File: src/rtl/dsi_hdr_arb_pkg.sv
// dsi_hdr_arb_pkg: shared FSM states, DSI data types, header layout and ECC parity function.
package dsi_hdr_arb_pkg;
  typedef enum logic [1:0] {IDLE, CALC, SEND} state_t;
  localparam logic [5:0] DT_DCS_SW0 = 6'h05;
  localparam logic [5:0] DT_DCS_SW1 = 6'h15;
  localparam logic [5:0] DT_DCS_LW  = 6'h39;
  localparam int HDR_DI_LSB  = 0;
  localparam int HDR_WC_LSB  = 8;
  localparam int HDR_ECC_LSB = 24;
  // Each parity bit is the XOR of the header bits selected by its mask.
  function automatic logic [7:0] ecc_calc(input logic [23:0] d);
    return {2'b00, ^(d & 24'hEFFC00), ^(d & 24'hDF03F0), ^(d & 24'hB8E38E),
            ^(d & 24'h749A6D), ^(d & 24'hF2555B), ^(d & 24'hF12CB7)};
  endfunction
endpackage

File: src/rtl/dsi_hdr_ecc_calc.sv
// dsi_hdr_ecc_calc: registered 24-to-8 DSI header ECC with load enable.
module dsi_hdr_ecc_calc
  import dsi_hdr_arb_pkg::*;
(
  input  logic        clk,
  input  logic        rst,
  input  logic        en,
  input  logic [23:0] data,
  output logic [7:0]  ecc
);
  always_ff @(posedge clk or posedge rst)
    if (rst) ecc <= '0;
    else if (en) ecc <= ecc_calc(data);
endmodule

File: src/rtl/dsi_hdr_arb.sv
// dsi_hdr_arb: two-requester DSI short-header arbiter; define HDR_ARB_RR_EN for round-robin, else req0 has fixed priority.
module dsi_hdr_arb
  import dsi_hdr_arb_pkg::*;
#(
  parameter logic [1:0] VC = 2'd0
) (
  input  logic        clk,
  input  logic        rst,
  input  logic        req0_valid,
  input  logic [5:0]  req0_dt,
  input  logic [15:0] req0_wc,
  output logic        req0_ready,
  input  logic        req1_valid,
  input  logic [5:0]  req1_dt,
  input  logic [15:0] req1_wc,
  output logic        req1_ready,
  output logic        hdr_valid,
  output logic [31:0] hdr_data,
  output logic        hdr_src,
  input  logic        hdr_ready,
  output logic        busy
);
  state_t      state;
  logic [7:0]  di;
  logic [15:0] wc;
  logic [7:0]  ecc;
  logic        gnt1;
  logic        accept;
`ifdef HDR_ARB_RR_EN
  logic pref1;
  always_ff @(posedge clk or posedge rst)
    if (rst) pref1 <= 1'b0;
    else if (accept) pref1 <= !gnt1;
  assign gnt1 = req1_valid && (!req0_valid || pref1);
`else
  assign gnt1 = !req0_valid;
`endif
  // Ready is a same-cycle accept pulse, so it is decoded from state rather than registered.
  assign accept     = !rst && state == IDLE && (req0_valid || req1_valid);
  assign req0_ready = accept && !gnt1;
  assign req1_ready = accept && gnt1;
  assign busy       = state != IDLE;
  assign hdr_data[HDR_DI_LSB +: 8]   = di;
  assign hdr_data[HDR_WC_LSB +: 16]  = wc;
  assign hdr_data[HDR_ECC_LSB +: 8]  = ecc;
  always_ff @(posedge clk or posedge rst)
    if (rst) begin
      state     <= IDLE;
      hdr_valid <= 1'b0;
      hdr_src   <= 1'b0;
      di        <= '0;
      wc        <= '0;
    end else begin
      case (state)
        IDLE: if (accept) begin
          di      <= {VC, gnt1 ? req1_dt : req0_dt};
          wc      <= gnt1 ? req1_wc : req0_wc;
          hdr_src <= gnt1;
          state   <= CALC;
        end
        CALC: begin
          hdr_valid <= 1'b1;
          state     <= SEND;
        end
        SEND: if (hdr_ready) begin
          hdr_valid <= 1'b0;
          state     <= IDLE;
        end
        default: state <= IDLE;
      endcase
    end
  dsi_hdr_ecc_calc u_ecc (
    .clk  (clk),
    .rst  (rst),
    .en   (state == CALC),
    .data ({wc, di}),
    .ecc  (ecc)
  );
endmodule

File: config.mk
export PLATFORM = sky130hd
export DESIGN_NAME = dsi_hdr_arb
export DESIGN_NICKNAME = d
export VERILOG_FILES = /design/src/rtl/dsi_hdr_arb_pkg.sv /design/src/rtl/dsi_hdr_ecc_calc.sv /design/src/rtl/dsi_hdr_arb.sv
export SDC_FILE = /design/constraint.sdc
export NUM_CORES = 1
export LEC_CHECK = 0
export BUFFER_PORTS_ARGS = -buffer_cell sky130_fd_sc_hd__buf_2
export CAP_MARGIN = 20
export CORE_MARGIN = 2
export CORE_UTILIZATION = 45
export DETAILED_ROUTE_END_ITERATION = 8
export PLACE_DENSITY = 0.84
export SYNTH_ARGS = -nofsm -noshare
export SYNTH_HDL_FRONTEND = slang
export SYNTH_SLANG_ARGS = --single-unit
File: constraint.sdc
create_clock -name clk -period 5.93 [get_ports clk]
set_clock_uncertainty 0.2 [all_clocks]
set_input_delay 0.593 -clock clk [delete_from_list [all_inputs] [get_ports clk]]
set_output_delay 0.593 -clock clk [all_outputs]
set_load 0.05 [all_outputs]
Yosys cells after proc, flatten, opt, wreduce, memory -nomap -nowiden
Cells that the tools add are included.

cells by class
  eq/ne operators = 4
  mux-type cells = 7
  reduce and logical (&&, ||, !) cells = 19

operators by type and width
  operator                                                          number
  24-bit XOR reduction                                              6
  16-bit two-way mux                                                1
  6-bit two-way mux                                                 1
  2-bit case mux with 3 select lines                                1
  2-bit AND reduction                                               3
  1-bit logical AND                                                 4
  2-bit two-way mux                                                 2
  2-bit inequality test (second input constant)                     2
  2-bit nonzero test                                                2
  2-bit by 1-bit == test with 1-bit output (second input constant)  1
  2-bit == test (second input constant)                             1
  1-bit logical NOT                                                 2
  2-bit logical NOT                                                 1
  1-bit case mux with 2 select lines                                1
  1-bit logical OR                                                  1
  1-bit two-way mux                                                 1

word-level totals
  bits in registers = 32
  input port bits = 49
  logic and storage cells = 36

Longest topological paths before layout
Gate-level depths: netlist of the first run.

  word-level depth = 5
  gate-level depth with buffers = 6

Hierarchy
Synthesis of the first run repeated with hierarchy kept, for this count alone.

unflattened totals
  cell total of the unflattened synthesis = 181
  area total of the unflattened synthesis = 2026.9 µm²

modules (own cells, without submodules)
  module            times used  cells an instance  area an instance (µm²)
  dsi_hdr_arb       1           122                1267.5
  dsi_hdr_ecc_calc  1           59                 759.5

Worst setup path before layout of the first run
No wires, ideal clock.

  path type = input -> output
  from = input rst
  to = output req1_ready
  arrival = 1.798 ns
  required time = 5.137 ns
  slack = 3.339 ns
  cell stages on the path = 4
  buffers on the path = 1
  cells stage by stage = nor3_1 -> o21ai_1 -> clkbuf_1 -> nor2_1

between the ends
  cells in the longest elaborated chain, start to end = 4

ends and longest elaborated chain
  what                            line               text
  start: declaration              dsi_hdr_arb.sv:8   input logic rst,
  1-bit logical NOT (no line)     --
  1-bit logical AND (2 in a row)  dsi_hdr_arb.sv:39  assign accept = !rst && state == IDLE && (req0_valid || req1_valid);
  1-bit logical AND               dsi_hdr_arb.sv:41  assign req1_ready = accept && gnt1;
  end: declaration                dsi_hdr_arb.sv:16  output logic req1_ready,

No other way between the ends.

Worst setup path after layout of the first run
  from = input rst
  to = output req0_ready

between the ends
  cells in the longest elaborated chain, start to end = 4

ends and longest elaborated chain
  what                            line               text
  1-bit logical NOT (no line)     --
  1-bit logical AND (2 in a row)  dsi_hdr_arb.sv:39
  1-bit logical AND               dsi_hdr_arb.sv:40  assign req0_ready = accept && !gnt1;
  end: declaration                dsi_hdr_arb.sv:12  output logic req0_ready,

No other way between the ends.

==> metrics.txt, run 1 <==
worst path required time 5.14 ns; commonest cells in the netlist dfrtp_1, and3_1, a221o_1, xnor2_1, clkbuf_1; Cell variety after synth 25; Total Power 1830 uW; Routed WL per cell 14.0 um; Critical Path AT 2.22 ns; DR iter-0 viols 54; Synth area leader dfrtp_1; Inserted Clock Buffers 5; power per cell area 776 nW/um2; Initial Util 46.2%; flops & latches, synth 32; Via Count 1,423; Core ar. 3970 um2; RSZ-0062 raised after global routing no; Clk Latency, worst-skew pair 0.27 ns; Final Slew Violations 0; post-route clock period utilization 50.8%; HPWL after detailed placement 3170 um; Hold WS 0.275 ns; Syn-to-layout area delta 28.4%; minimum clock period 3.01 ns; Root Buffer clkbuf_8; Initial DRT Pass Iterations 4; cells after synthesis 153; I/O pins 86; DIE AREA 4600 um2; Vias/cell 5.03; top cell type's share of synthesized area 43.7%; clk buf depth 2; worst min path class register to register; Synth Flop Type dfrtp_1; I/O Buffers 81; Sum Neg Setup Slack 0 ns; Placed Area 2270 um2; CP Max Fanout 11; height of the die 67.8 um; final wirelength 3980 um; Final ANT Viol Nets 0; final net count 284; Synthesis Warnings 0; Hold Fails Final Rpt 0; htree depth 2; overall routing resource usage 19.8%; Synth Area per Inst 12.0 um2; vias in the first global route 1,412; GRT overflow 0; pin count of the biggest net entering global routing 32; Fmax 0.332 GHz; # rows 23; final setup vio count 0; relative slew slack 66.4%; status finished, final reports clean; layout cells sized above 1 41.2%; initial antenna violation count 0; Leak 0.00132 uW; Reg clk slew, reported paths 0.05 ns; die outline width 67.8 um; clock tree from TritonCTS built; worst reg-to-reg setup slack 3.68 ns; number of diodes 0; sequential element share of the synthesized area 43.7%; Max IR drop VDD 0.379 mV; FFs w/ async S/R, synth 100%; Synth Cell Area 1830 um2; post-cts resize count 0; Residual DRC 0; WS Path Type input pin to output port; top cells by area, synth dfrtp_1, a221o_1, xnor3_1; nature of the critical path startpoint input pin; fin area 2350 um2; Post-synth EDFFs 0; Max-Cap Viols 0; GP Congestion 0.865; first-pass GRT wire length 6650 um; non-filler cells, final 283; nature of the critical path endpoint output port; CTS sink cnt 32; most frequent cell after synthesis dfrtp_1; worst-margin pin slew 0.503 ns; placed cells 277
## registers in the layout, indices dropped and copies added, names as in the netlist
name and flops:
state 2, hdr_src 1, di 6, wc 16, hdr_valid 1, u_ecc.ecc 6
## final cells by class
type | instances | area (um2)
clock buffers | 5 | 68.8
well taps | 50 | 62.6
inverters | 4 | 15.0
repair buffers | 85 | 438
fillers | 356 | 1620
multi-input cells | 107 | 968
flip-flops and latches | 32 | 801
## through the flow
stage	util (%)	worst slack, ns
floorplan	-	3.34
global placement	57.3	3.45
detailed placement	57.3	3.38
CTS	59.3	2.92
global route	59.3	2.79
finish	59.3	2.92
## repair_timing
item | in CTS | in global routing
setup buffers | 0 | 0
hold buffers | 1 | 0
hold endpoints to repair | 1 | 0
## critical path, stage by stage
cell	delay [ns]
dlygate4sd3_1	0.53
buf_2	0.13
nor3_1	0.28
o21ai_2	0.23
nor2_1	0.18
buf_2	0.28
## power by group
group	leakage (uW)	internal, uW	switching (uW)
clock network	0.0000359	75.3	66.4
logic	0.000886	623	647
registers	0.000397	309	104
## per-layer routing
| layer | up-vias | part of all wire [%] | track usage (%) | routed length [um] |
|---|---|---|---|---|
| met3 | 2 | 7.0 | 3.62 | 279 |
| met4 | 0 | 0.25 | 7.25 | 10 |
| li1 | 720 | - | - | - |
| met5 | - | 0 | 0 | 0 |
| met1 | 638 | 45 | 26.7 | 1770 |
| met2 | 63 | 48 | 32.1 | 1910 |
## layout by cell type, fill, tap and decap left out, types with 3 or more instances in the layout
cell type and instances:
buf_2 81, dfrtp_1 32, and3_1 22, a221o_1 21, xnor2_1 17, xnor3_1 8
nand2_1 7, xor2_1 6, o21ai_0 6, clkbuf_8 5, inv_1 4, nor2_1 4
conb_1 4, buf_4 3
## cell families (layout without fill, tap and decap cells)
family	Yosys count	after routing	share of synthesized area, %
simple gates	36	36	10.7
xor+xnor	35	35	25.8
flops	32	32	43.7
compound gates	31	31	14.7
buf+inv	17	94	4.30
other cells	1	4	0.205
mux	1	1	0.614
## worst paths after layout
check,start,end,cells past startpoint
min in group asynchronous,rst,hdr_valid$_DFFE_PP0P_,3
min,hdr_src$_DFFE_PP0P_,hdr_src$_DFFE_PP0P_,1
min reg2reg,hdr_src$_DFFE_PP0P_,hdr_src$_DFFE_PP0P_,1
max in group asynchronous,rst,di[4]$_DFFE_PP0P_,4
max reg2reg,state[0]$_DFFE_PP0P_,wc[15]$_DFFE_PP0P_,6
max,rst,req0_ready,6
Note: power is estimated with default switching activity, not from simulation.
==> run 2: changes to the inputs <==
--- a/config.mk
+++ b/config.mk
@@ -5,12 +5,13 @@
 export SDC_FILE = /design/constraint.sdc
 export NUM_CORES = 1
 export LEC_CHECK = 0
+export ABC_AREA = 1
 export BUFFER_PORTS_ARGS = -buffer_cell sky130_fd_sc_hd__buf_2
 export CAP_MARGIN = 20
 export CORE_MARGIN = 2
 export CORE_UTILIZATION = 45
 export DETAILED_ROUTE_END_ITERATION = 8
-export PLACE_DENSITY = 0.84
+export PLACE_DENSITY = 0.83
 export SYNTH_ARGS = -nofsm -noshare
 export SYNTH_HDL_FRONTEND = slang
 export SYNTH_SLANG_ARGS = --single-unit
==> constraint.sdc (replaced) <==
create_clock -name clk -period 2.5 [get_ports clk]
set_clock_uncertainty 0.2 [all_clocks]
set_input_delay 0.25 -clock clk [delete_from_list [all_inputs] [get_ports clk]]
set_output_delay 0.25 -clock clk [all_outputs]
set_load 0.05 [all_outputs]
==> metrics.txt, run 2 <==
status finished with violations; failing checks hold timing; Routed WL per cell 13.8 um (-1.7%); FFs w/ async S/R, synth 100% (unchanged); Post-synth EDFFs 0 (unchanged); CTS sink cnt 32 (unchanged); Core ar. 5040 um2 (+27%); I/O Buffers 81 (unchanged); worst min path class input pin to async pin; Max IR drop VDD 0.715 mV (+89%); number of diodes 0 (unchanged); Sum Neg Setup Slack 0 ns (unchanged); DIE AREA 5750 um2 (+25%); final setup vio count 0 (unchanged); Final Slew Violations 0 (unchanged); Sw Pwr 2600 uW (+220%); clock tree from TritonCTS built; initial antenna violation count 0 (unchanged); Placement Setup Slack 0.463 ns (-2.91 ns); GP Congestion 0.874 (+1.0%); DR iter-0 viols 216 (+300%); biggest regs wc: 16 flops, di: 6 flops, u_ecc.ecc: 6 flops; Synth Cell Area 2320 um2 (+27%); flops & latches, synth 32 (unchanged); pin count of the biggest net entering global routing 33 (+3.1%); Synthesis Warnings 0 (unchanged); Syn-to-layout area delta 39.1%; Final ANT Viol Nets 0 (unchanged); Crit. Startpoint state[1]$_DFFE_PP0P_; Inserted Clock Buffers 5 (unchanged); I/O pins 86 (unchanged); Synth area leader dfrtp_1; Reg power frac 22.8% (about the same); Leak 0.00181 uW (+38%); Synth Flop Type dfrtp_1; Hold Fails Final Rpt 16 (+16); Most flops, register wc; commonest cells in the netlist nand2_1, nand3_1, inv_1, dfrtp_1, o211ai_2; overall routing resource usage 25.8% (+6.0 points); Max-Cap Viols 0 (unchanged); commonest non-fill, non-tap cells in the layout nand2_1, buf_2, nand3_1; nature of the critical path endpoint register; worst reg-to-reg setup slack 0.14 ns (-3.54 ns); Hold WS -0.0124 ns (-0.287 ns); Initial DRT Pass Iterations 5 (+1); die outline width 75.8 um (+12%); Root Buffer clkbuf_8; nature of the critical path startpoint register; most common cell after layout, fill and taps aside nand2_1; CP Max Fanout 11 (unchanged); R2R Path Start state[1]$_DFFE_PP0P_; height of the die 75.8 um (+12%); Clk Latency, worst-skew pair 0.29 ns (+0.02 ns); RSZ-0062 raised after global routing no; Fmax 0.424 GHz; Reg clk slew, reported paths 0.07 ns (+0.02 ns); htree depth 2 (unchanged); cells after synthesis 339 (+120%); Residual DRC 0 (unchanged); max reg flops 16 (unchanged); final-layout fill cell count 405 (+14%); layout cells sized above 1 25.1% (-16 points); clk buf depth 2 (unchanged); top cells by area, synth dfrtp_1, nand2_1, nand3_1; most frequent cell after synthesis nand2_1; post-route clock period utilization 94.4%; Via Count 2,705 (+90%); sequential element share of the synthesized area 34.5% (-9.2 points); worst r2r path cells 10 (+4); GRT overflow 0 (unchanged); final wirelength 7310 um (+84%); top cell type's share of synthesized area 34.5% (-9.2 points); Initial Util 46.0% (-0.13 points); Critical Path AT 2.38 ns (+0.16 ns); vias in the first global route 2,486 (+76%); worst setup margin 0.140 ns (-2.78 ns); Logic pwr share 67.8% (-1.8 points); Cell variety after synth 21 (-16%); # rows 26 (+13%); power per cell area 1410 nW/um2 (+82%); cell internal pwr 1960 uW (+94%); clock power share 9.4% (+1.6 points); Vias/cell 5.11 (+1.7%); final net count 507 (+79%); worst path required time 2.52 ns (-2.62 ns); reg2reg end wc[15]$_DFFE_PP0P_; WS Path Type register to register; first-pass GRT wire length 11,200 um (+68%); Total Power 4560 uW (+150%); Synth Area per Inst 6.85 um2 (-43%); minimum clock period 2.36 ns; HPWL after detailed placement 4680 um (+48%); switching part of the total 57.0% (+12 points)
[run 2: layer usage]
layer	up-vias	wire length, um	global-route usage [%]
li1	1287	-	-
met1	1230	2730	30.7
met2	152	3690	44.5
met3	36	553	3.70
met4	0	335	14.0
met5	-	0	0
[run 2: cells by family (layout without fill, tap and decap cells)]
family                 count (synthesis)  in the layout  share of synthesized area [%]
other                                  1              4                          0.162
AND/OR/NAND/NOR                      213            213                           37.4
buffers and inverters                 51            168                           10.3
flip-flops                            32             32                           34.5
AO/OA/AOI/OAI                         19             19                           8.95
XOR/XNOR                              23             23                           8.68
[run 2: worst max-delay path, cell delays in order (launching register included)]
cell           delay (ns)
dfrtp_1              0.43
or2_4                0.28
nor2_4               0.10
nand2_4              0.08
inv_2                0.09
nand2_1              0.10
clkinvlp_4           0.12
buf_4                0.18
nand2_1              0.08
o211ai_2             0.07
dlygate4sd3_1        0.57
[run 2: what timing repair did]
| item | CTS | global route |
|---|---|---|
| hold buffers | 36 | 0 |
| endpoints found under the setup margin | 0 | 3 |
| endpoints found under the hold margin | 21 | 0 |
| resized for setup | 0 | 1 |
| setup buffers | 0 | 2 |
[run 2: final cells by class]
type / instances / area (um2) / area share (%)
multi-input cells: 259 / 1290 / 40.0
clock buffers: 7 / 86.3 / 2.67
repair buffers: 123 / 811 / 25.1
flip-flops and latches: 32 / 801 / 24.8
clock inverters: 1 / 7.51 / 0.232
inverters: 37 / 144 / 4.46
well taps: 70 / 87.6 / 2.71
[run 2: worst max path at each step]
stage	end	depth (start not counted)
5_1_grt	wc[15]$_DFFE_PP0P_	10
4_1_cts	di[0]$_DFFE_PP0P_	10
2_1_floorplan	wc[2]$_DFFE_PP0P_	8
3_5_place_dp	req1_ready	7
3_3_place_gp	req1_ready	7
6_report	wc[15]$_DFFE_PP0P_	10
[run 2: stage by stage]
stage	util (%)	hold slack [ns]	instances	cell area, um2
floorplan	-	0.157	342	2330
global route	64.0	0.00388	529	3230
detailed placement	54.7	0.260	483	2760
CTS	63.7	0.00302	527	3210
finish	64.0	-0.0124	529	3230
global placement	54.7	0.255	483	2760
[run 2: power groups by stage]
stage	Clock, uW	Sequential [uW]	Combinational [uW]
after floorplan	0	1660	1640
after global placement	0	1020	2770
after detailed placement	0	1040	2850
after CTS	422	1030	3000
after global routing	444	1080	3400
final	426	1040	3090
==> run 3: changes to the inputs <==
--- a/config.mk
+++ b/config.mk
@@ -5,13 +5,13 @@
 export SDC_FILE = /design/constraint.sdc
 export NUM_CORES = 1
 export LEC_CHECK = 0
-export ABC_AREA = 1
+export ABC_AREA = 0
 export BUFFER_PORTS_ARGS = -buffer_cell sky130_fd_sc_hd__buf_2
 export CAP_MARGIN = 20
 export CORE_MARGIN = 2
-export CORE_UTILIZATION = 45
+export CORE_UTILIZATION = 42
 export DETAILED_ROUTE_END_ITERATION = 8
-export PLACE_DENSITY = 0.83
+export PLACE_DENSITY = 0.82
 export SYNTH_ARGS = -nofsm -noshare
 export SYNTH_HDL_FRONTEND = slang
 export SYNTH_SLANG_ARGS = --single-unit
==> metrics.txt, run 3 (synthesis gave the netlist of run 1 again) <==
status finished, final reports clean; clk buf depth 2 (unchanged); worst-margin pin slew 0.512 ns; Routed WL per cell 14.4 um (+4.3%); Layout Utilization 58.3% (-5.7 points); htree depth 2 (unchanged); Via Count 1,470 (-46%); Max IR drop VDD 0.655 mV (-8.3%); commonest non-fill, non-tap cells in the layout buf_2, dfrtp_1, and3_1; Critical Path AT 1.78 ns (-0.60 ns); DIE AREA 4910 um2 (-15%); final net count 293 (-42%); Post-CTS Setup Repair Bufs 0 (unchanged); worst min path class input pin to register; nature of the critical path endpoint output port; Max-Cap Viols 0 (unchanged); I/O Buffers 81 (unchanged); layout cells sized above 1 40.6% (+16 points); Vias/cell 4.97 (-2.9%); max reg flops 16 (unchanged); cell seen most often among critical-path stages buf_2; Final ANT Viol Nets 0 (unchanged); CP Max Fanout 16 (+5); Leak 0.00137 uW (-24%); Hold Fails Final Rpt 0 (-16); CTS sink cnt 32 (unchanged); pin count of the biggest net entering global routing 33 (unchanged); Hold WS 0.00670 ns (+0.0191 ns); WS Path Type input pin to output port; nature of the critical path startpoint input pin; CP top delay family buffers and inverters; HPWL after detailed placement 3220 um (-31%); overall routing resource usage 18.8% (-7.0 points); RSZ-0062 raised after global routing no; power per cell area 1780 nW/um2 (+26%); relative slew slack 65.8%; Placement Setup Slack 0.298 ns (-0.165 ns); DR iter-0 viols 39 (-82%); number of diodes 0 (unchanged); Syn-to-layout area delta 35.6%; I/O pins 86 (unchanged); biggest regs wc: 16 flops, di: 6 flops, u_ecc.ecc: 6 flops; Max stage delay on crit path 0.53 ns (-0.04 ns); final wirelength 4260 um (-42%); Clk Latency, worst-skew pair 0.28 ns (about the same); Reg clk slew, reported paths 0.07 ns (about the same); worst setup margin 0.267 ns (+0.128 ns); Initial Util 43.0% (-3.0 points); Root Buffer clkbuf_8; first-pass GRT wire length 7100 um (-37%); CP bufs+invs 3 (-1); Fmax 0.448 GHz (+5.7%); Inserted Clock Buffers 5 (unchanged); GRT overflow 0 (unchanged); Initial DRT Pass Iterations 4 (-1); Sum Neg Setup Slack 0 ns (unchanged); height of the die 70.1 um (-7.6%); worst path required time 2.05 ns (-0.47 ns); minimum clock period 2.23 ns (-0.128 ns); initial antenna violation count 0 (unchanged); Core ar. 4260 um2 (-15%); GP Congestion 0.862 (-1.4%); Final Slew Violations 0 (unchanged); die outline width 70.1 um (-7.6%); post-route clock period utilization 89.3% (-5.1 points); Most flops, register wc; vias in the first global route 1,492 (-40%); Residual DRC 0 (unchanged); clock tree from TritonCTS built; crit-path cells dlygate4sd3_1 -> buf_2 -> nor3_2 -> o21ai_4 -> nor2_1 -> buf_2; final setup vio count 0 (unchanged); # rows 24 (-7.7%); Worst path slowest cell dlygate4sd3_1; most common cell after layout, fill and taps aside buf_2
[run 3: cell types whose count changed in the layout (fill, tap and decap cells not counted), sizes merged, moves of 5 or more]
cell	delta
inv	-31
xnor2	+7
o21ai	+5
o211ai	-17
xnor3	+9
and3	+22
nand3	-37
dlygate4sd3	-26
nand2	-165
xor2	-6
a221o	+22
[run 3: worst register-to-register path, cell delays in order, from the launching register on]
cell,delay (ns)
dfrtp_1,0.41
xor3_2,0.50
xnor3_1,0.39
xor3_1,0.23
mux2_2,0.26
[run 3: final cells by class]
cell class | count | area, um2
clock buffers | 7 | 96.3
repair buffers | 94 | 528
inverters | 4 | 15.0
well taps | 52 | 65.1
fillers | 358 | 1780
multi-input cells | 107 | 981
flip-flops and latches | 32 | 801
[run 3: power by group]
| part | switching, uW | leakage (uW) | internal, uW |
|---|---|---|---|
| combinational | 1540 | 0.000926 | 1490 |
| clock | 174 | 0.0000503 | 245 |
| sequential | 244 | 0.000397 | 733 |
[run 3: what timing repair did]
item | 4_1_cts | 5_1_grt
setup endpoints to repair | 0 | 2
endpoints found under the hold margin | 41 | 0
hold buffers | 10 | 0
resized for setup | 0 | 2
[run 3: final timing paths]
kind,slack [ns],start,endpoint,cells past startpoint
setup reg to reg,0.39,wc[4]$_DFFE_PP0P_,u_ecc.ecc[1]$_DFFE_PP0P_,4
max in group asynchronous,1.40,rst,wc[10]$_DFFE_PP0P_,4
hold / removal,0.007,req0_wc[2],wc[2]$_DFFE_PP0P_,2
setup / recovery,0.27,rst,req0_ready,6
hold reg to reg,0.27,hdr_src$_DFFE_PP0P_,hdr_src$_DFFE_PP0P_,1
min in group asynchronous,0.41,rst,di[5]$_DFFE_PP0P_,4
[run 3: per-stage QoR]
step,power [uW],instances,cell area (um2)
2_1_floorplan,3450,156,1840
3_3_place_gp,3980,279,2280
3_5_place_dp,4000,279,2280
4_1_cts,4460,296,2470
5_1_grt,4690,296,2490
6_report,4420,296,2490
[run 3: per-layer routing]
layer / share of wire [%] / vias up / track usage (%)
met5: 0 / - / 0
met2: 49 / 59 / 30.4
met3: 6.8 / 2 / 5.63
li1: - / 735 / -
met4: 0.87 / 0 / 6.62
met1: 43 / 674 / 24.1
